**config.mk**
```make
export PLATFORM = sky130hd
export DESIGN_NAME = scoreboard
export DESIGN_NICKNAME = d
export VERILOG_FILES = /design/src/rtl/scoreboard.sv
export SDC_FILE = /design/constraint.sdc
export NUM_CORES = 2
export LEC_CHECK = 0
export CELL_PAD_IN_SITES_DETAIL_PLACEMENT = 1
export CELL_PAD_IN_SITES_GLOBAL_PLACEMENT = 2
export CORE_AREA = 2 2 437 439
export CTS_CLUSTER_DIAMETER = 120
export DETAILED_ROUTE_END_ITERATION = 10
export DIE_AREA = 0 0 439 441
export PLACE_DENSITY = 0.82
export SETUP_SLACK_MARGIN = 0.3
export SKIP_CTS_REPAIR_TIMING = 1
export SLEW_MARGIN = 0
export SYNTH_ARGS = -nofsm -noshare
export SYNTH_HDL_FRONTEND = slang
export SYNTH_SLANG_ARGS = --single-unit
```
**constraint.sdc**
```tcl
create_clock -name clk_i -period 7.5 [get_ports clk_i]
set_clock_uncertainty 0.2 [all_clocks]
set_input_delay 1.5 -clock clk_i [delete_from_list [all_inputs] [get_ports clk_i]]
set_output_delay 1.5 -clock clk_i [all_outputs]
set_load 0.02 [all_outputs]
```
**src/rtl/scoreboard.sv**
```systemverilog
//==============================================================================
// Module   : scoreboard (with package scoreboard_pkg)
// Brief    : In-order issue/commit scoreboard with per-port writeback by trans_id.
//            Optional macro SCOREBOARD_FORWARD_EN enables operand forwarding.
// Revision : 1.0 - initial release
//==============================================================================
`default_nettype none

package scoreboard_pkg;
    localparam int NR_SB_ENTRIES = 4;
    localparam int NR_WB_PORTS   = 2;
    localparam int TRANS_ID_BITS = $clog2(NR_SB_ENTRIES);

    typedef struct packed {
        logic [63:0] cause;
        logic [63:0] tval;
        logic        valid;
    } exception_t;

    typedef struct packed {
        logic [63:0]              pc;
        logic [TRANS_ID_BITS-1:0] trans_id;
        logic [4:0]               rs1;
        logic [4:0]               rs2;
        logic [4:0]               rd;
        logic [63:0]              result;
        logic                     valid;
        exception_t               ex;
    } scoreboard_entry_t;
endpackage

module scoreboard
    import scoreboard_pkg::*;
#(
    parameter int NR_ENTRIES = NR_SB_ENTRIES,
    parameter int NR_WB      = NR_WB_PORTS
) (
    input  logic                                  clk_i,
    input  logic                                  rst_ni,
    input  logic                                  flush_i,
    output logic                                  full_o,
    input  scoreboard_entry_t                     issue_instr_i,
    input  logic                                  issue_valid_i,
    output logic                                  issue_ack_o,
    output scoreboard_entry_t                     commit_instr_o,
    output logic                                  commit_valid_o,
    input  logic                                  commit_ack_i,
    input  logic [NR_WB-1:0][TRANS_ID_BITS-1:0]   trans_id_i,
    input  logic [NR_WB-1:0][63:0]                wdata_i,
    input  exception_t [NR_WB-1:0]                ex_i,
    input  logic [NR_WB-1:0]                      wb_valid_i,
    output logic [31:0]                           rd_clobber_o,
    input  logic [4:0]                            rs1_i,
    input  logic [4:0]                            rs2_i,
    output logic [63:0]                           rs1_o,
    output logic [63:0]                           rs2_o,
    output logic                                  rs1_valid_o,
    output logic                                  rs2_valid_o
);
    localparam int IDX_W = $clog2(NR_ENTRIES);

    scoreboard_entry_t      r_mem [NR_ENTRIES];
    logic [NR_ENTRIES-1:0]  r_occ;
    logic [IDX_W-1:0]       r_head;
    logic [IDX_W-1:0]       r_tail;
    logic [IDX_W:0]         r_count;

    logic                   w_accept;
    logic                   w_pop;
    scoreboard_entry_t      w_new;
    logic [31:0]            w_clobber;

    assign full_o         = (r_count == (IDX_W+1)'(NR_ENTRIES));
    assign issue_ack_o    = issue_valid_i & ~full_o & rst_ni & ~flush_i;
    assign w_accept       = issue_ack_o;
    assign commit_instr_o = r_mem[r_head];
    assign commit_valid_o = r_occ[r_head] & r_mem[r_head].valid;
    assign w_pop          = commit_ack_i & commit_valid_o;

    always_comb begin
        w_new          = issue_instr_i;
        w_new.trans_id = TRANS_ID_BITS'(r_tail);
        w_new.valid    = 1'b0;
    end

    always_ff @(posedge clk_i) begin
        if (!rst_ni || flush_i) begin
            r_head  <= '0;
            r_tail  <= '0;
            r_count <= '0;
            r_occ   <= '0;
            for (int i = 0; i < NR_ENTRIES; i++) begin
                r_mem[i].valid <= 1'b0;
            end
        end else begin
            // An accepted issue never targets an occupied slot, so it cannot collide with a writeback.
            if (w_accept) begin
                r_mem[r_tail] <= w_new;
                r_occ[r_tail] <= 1'b1;
                r_tail        <= r_tail + IDX_W'(1);
            end
            for (int p = 0; p < NR_WB; p++) begin
                if (wb_valid_i[p] && r_occ[trans_id_i[p]]) begin
                    r_mem[trans_id_i[p]].result <= wdata_i[p];
                    r_mem[trans_id_i[p]].valid  <= 1'b1;
                    if (ex_i[p].valid) begin
                        r_mem[trans_id_i[p]].ex <= ex_i[p];
                    end
                end
            end
            if (w_pop) begin
                r_occ[r_head] <= 1'b0;
                r_head        <= r_head + IDX_W'(1);
            end
            case ({w_accept, w_pop})
                2'b10:   r_count <= r_count + (IDX_W+1)'(1);
                2'b01:   r_count <= r_count - (IDX_W+1)'(1);
                default: r_count <= r_count;
            endcase
        end
    end

    always_comb begin
        w_clobber = '0;
        for (int i = 0; i < NR_ENTRIES; i++) begin
            if (r_occ[i]) begin
                w_clobber[r_mem[i].rd] = 1'b1;
            end
        end
        w_clobber[0] = 1'b0;
    end
    assign rd_clobber_o = w_clobber;

`ifdef SCOREBOARD_FORWARD_EN
    logic [63:0] w_rs1_data;
    logic [63:0] w_rs2_data;
    logic        w_rs1_hit;
    logic        w_rs2_hit;

    // Walk oldest to youngest; the last match is the youngest producer.
    always_comb begin
        logic [IDX_W-1:0] idx;
        w_rs1_data = '0;
        w_rs2_data = '0;
        w_rs1_hit  = 1'b0;
        w_rs2_hit  = 1'b0;
        for (int k = 0; k < NR_ENTRIES; k++) begin
            idx = r_head + IDX_W'(k);
            if (r_occ[idx] && (r_mem[idx].rd == rs1_i)) begin
                w_rs1_hit  = r_mem[idx].valid & ~r_mem[idx].ex.valid;
                w_rs1_data = r_mem[idx].result;
            end
            if (r_occ[idx] && (r_mem[idx].rd == rs2_i)) begin
                w_rs2_hit  = r_mem[idx].valid & ~r_mem[idx].ex.valid;
                w_rs2_data = r_mem[idx].result;
            end
        end
    end

    assign rs1_valid_o = w_rs1_hit & (rs1_i != 5'd0);
    assign rs2_valid_o = w_rs2_hit & (rs2_i != 5'd0);
    assign rs1_o       = rs1_valid_o ? w_rs1_data : 64'd0;
    assign rs2_o       = rs2_valid_o ? w_rs2_data : 64'd0;
`else
    logic w_unused_rs;
    assign w_unused_rs = ^{rs1_i, rs2_i};
    assign rs1_o       = 64'd0;
    assign rs2_o       = 64'd0;
    assign rs1_valid_o = 1'b0;
    assign rs2_valid_o = 1'b0;
`endif

endmodule

`default_nettype wire
```
==> impl_metrics.yaml <==
drt:
  wire_per_inst_um: 31.1
  vias: 49373
  drtIter0Drc: 4966
  vias_per_cell: 5.87
  drt_pass1_iterations: 5
  ant_nets: 0
  drc: 0
  wl_mm: 262
power_and_ir_drop:
  net-switching-power_mw: 3.50
  p_total_mw: 14.8
  internal_power_mw: 11.3
  seqPwrFrac_pct: 46.6
  p_comb_share_pct: 7.7
  p_sw_share_pct: 23.7
  power_density_mw_per_mm2: 198
  peakVddDrop_v: 0.000213
  p_leak_nw: 25.1
  clkPwrFrac_pct: 45.6
clock_network:
  clk_latency_ps: 820
  path_clk_slew_ps: 60
  cts_root_buf: "clkbuf_16"
  cts_tree: "built"
  cts_max_path_buffers: 3
  numClockSinks: 1113
  htree_levels: 4
  numCtsBuffers: 135
worst_setup_path:
  max_stage_delay_ps: 810
  cp-end-kind: "primary output"
  crit_top_cell: "clkdlybuf4s50_1"
  cp_top_family: "buffers and inverters"
  cp.required_ps: 5800
  cp_max_fo: 14
  slowest_stage: "clkdlybuf4s50_1"
  critPathKind: "in -> out"
  cp_cell_sequence: "clkdlybuf4s50_1 -> nand2b_1 -> nor3_2 -> clkdlybuf4s50_1"
  cp-start-kind: "input port"
  cp.arrival_ps: 3720
  path_buf_inv: 2
floorplan:
  core_mm2: 0.189
  die_h_um: 441
  rows: 160
  die-area_mm2: 0.194
  start_util_pct: 30.8
  ios: 1122
  die_w_um: 439
synth:
  synthCells: 4939
  ys_seq_elements: 1113
  synth-edff-count: 1096
  syn_avg_cell_area_um2: 11.8
  synth.distinct_cells: 51
  synth_top_area_share_pct: 56.4
  ys_seq_area_share_pct: 57.0
  yosys.area.top_type: "edfxtp_1"
  yosysWarnings: 0
  synthArstFlopShare_pct: 0
  synth_area_mm2: 0.0584
  synthTopCellsByArea: "edfxtp_1, mux4_2, a21oi_1"
  synth-main-ff-cell: "edfxtp_1"
placement:
  gp_congestion: 0.883
  place_ws_ps: 1870
  dp_hpwl_mm: 159
  port-buffer-count: 977
  dp_cells: 8059
timing:
  rsz0062_at_grt: "no"
  worst_pin_slew_ps: 1230
  hold_viol_final: 0
  tns_ps: 0
  fmax_mhz: 184
  setup_violations: 0
  fin_crit_ps: 5420
  slew_violations: 0
  slew_headroom_pct: 17.8
  fin_ws_ps: 2080
  min_period_over_period_pct: 72.3
worst_hold_path:
  min_path_type: "reg -> reg"
grt:
  antenna_found_initial: 134
  grt_overflow: 0
  grt_usage_pct: 25.9
  grt_max_degree: 140
  grt_pass1_vias: 50288
  grt_pass1_wl_mm: 367
outcome:
  status: "finished clean"
layout:
  syn_to_final_growth_pct: 28.3
  drive_gt1_share_pct: 10.7
  finalNonFillerCells: 8409
  fill_cells: 20296
  finalNetCount: 6377
run:
  cap_violations: 0
[cell families (layout without fill, tap and decap cells)]
logic type / count (synthesis) / after routing / synth area share, %
adder cells (fa/ha/maj): 10 / 10 / 0.227
AO/OA/AOI/OAI: 1296 / 1296 / 13.7
XOR/XNOR: 4 / 4 / 0.0601
buffers and inverters: 610 / 1331 / 5.11
multiplexers: 405 / 405 / 12.9
AND/OR/NAND/NOR: 1500 / 1500 / 11.1
flip-flops: 1113 / 1113 / 57.0
other: 1 / 239 / 0.00643
[cell usage in the layout, fill, tap and decap left out, types with 18 or more instances in the layout]
| master | n |
|---|---|
| edfxtp_1 | 1096 |
| clkdlybuf4s50_1 | 976 |
| a21oi_1 | 714 |
| nand2_1 | 589 |
| nor2_1 | 408 |
| mux4_2 | 276 |
| a31oi_1 | 270 |
| nand3_1 | 265 |
| a2bb2oi_1 | 256 |
| clkbuf_16 | 136 |
| conb_1 | 131 |
| nor3_1 | 129 |
| mux2i_1 | 128 |
| diode_2 | 108 |
| buf_4 | 71 |
| clkbuf_1 | 33 |
| buf_12 | 21 |
| o221ai_1 | 20 |
| clkinv_1 | 20 |
| clkinv_2 | 18 |
[cell type report]
type,count,area [um^2],area share (%)
antenna,108,270,0.361
clock buffer,169,3530,4.71
clock inverter,73,955,1.28
inverter,21,104,0.139
multi-input combinational,3346,22900,30.5
sequential,1113,33300,44.4
tap,2511,3140,4.20
timing repair buffer,1068,10700,14.3
[power by group through the flow]
stage,sequential [mW],combinational (mW),clock (mW)
after floorplan,7.03,0.455,0
after global placement,7.03,1.09,0
after detailed placement,7.03,1.12,0
after CTS,6.90,1.13,6.83
after global routing,6.90,1.21,7.05
final,6.90,1.15,6.76
[routing by layer]
| layer | vias to the layer above | share of wire [%] | GRT usage [%] |
|---|---|---|---|
| li1 | 20393 | - | - |
| met1 | 25412 | 36 | 30.8 |
| met2 | 2836 | 49 | 41.9 |
| met3 | 670 | 8.5 | 6.07 |
| met4 | 62 | 6.1 | 17.1 |
| met5 | - | 0.16 | 0 |
[registers in the layout, summed over array words and instances (netlist names), named ones only]
name,count
r_count,3
r_head,2
r_mem,1100
r_occ,4
r_tail,2
[synthesized netlist by cell type (all sizes together), types with 5 or more instances]
master / count
a21oi: 714
a221o: 11
a2bb2oi: 256
a31oi: 270
and3: 7
and3b: 8
buf: 296
clkbuf: 293
dfxtp: 17
edfxtp: 1096
ha: 9
inv: 21
mux2i: 128
mux4: 276
nand2: 594
nand3: 276
nand3b: 16
nor2: 410
nor3: 134
nor3b: 9
nor4: 6
o221ai: 20
o22ai: 9
or2: 5
or3: 10
or3b: 9
[stage by stage]
| step | hold slack (ps) | util (%) | instance area (um^2) |
|---|---|---|---|
| 2_1_floorplan | 253 | - | 58800 |
| 4_1_cts | 293 | 39.4 | 74600 |
| 3_5_place_dp | 282 | 37.0 | 70100 |
| 6_report | 295 | 39.6 | 74800 |
| 5_1_grt | 315 | 39.5 | 74800 |
| 3_3_place_gp | 270 | 37.0 | 70100 |
[final timing paths]
path	from	to	slack, ps	cells after the start
worst max-delay path	flush_i	issue_ack_o	2080	4
worst min-delay path	r_mem[3][129]	r_mem[3][129]	300	1
worst max register to register	r_occ[1]	r_mem[1][42]	3700	4
worst min register to register	r_mem[3][129]	r_mem[3][129]	300	1
Note: power is estimated with default switching activity, not from simulation.
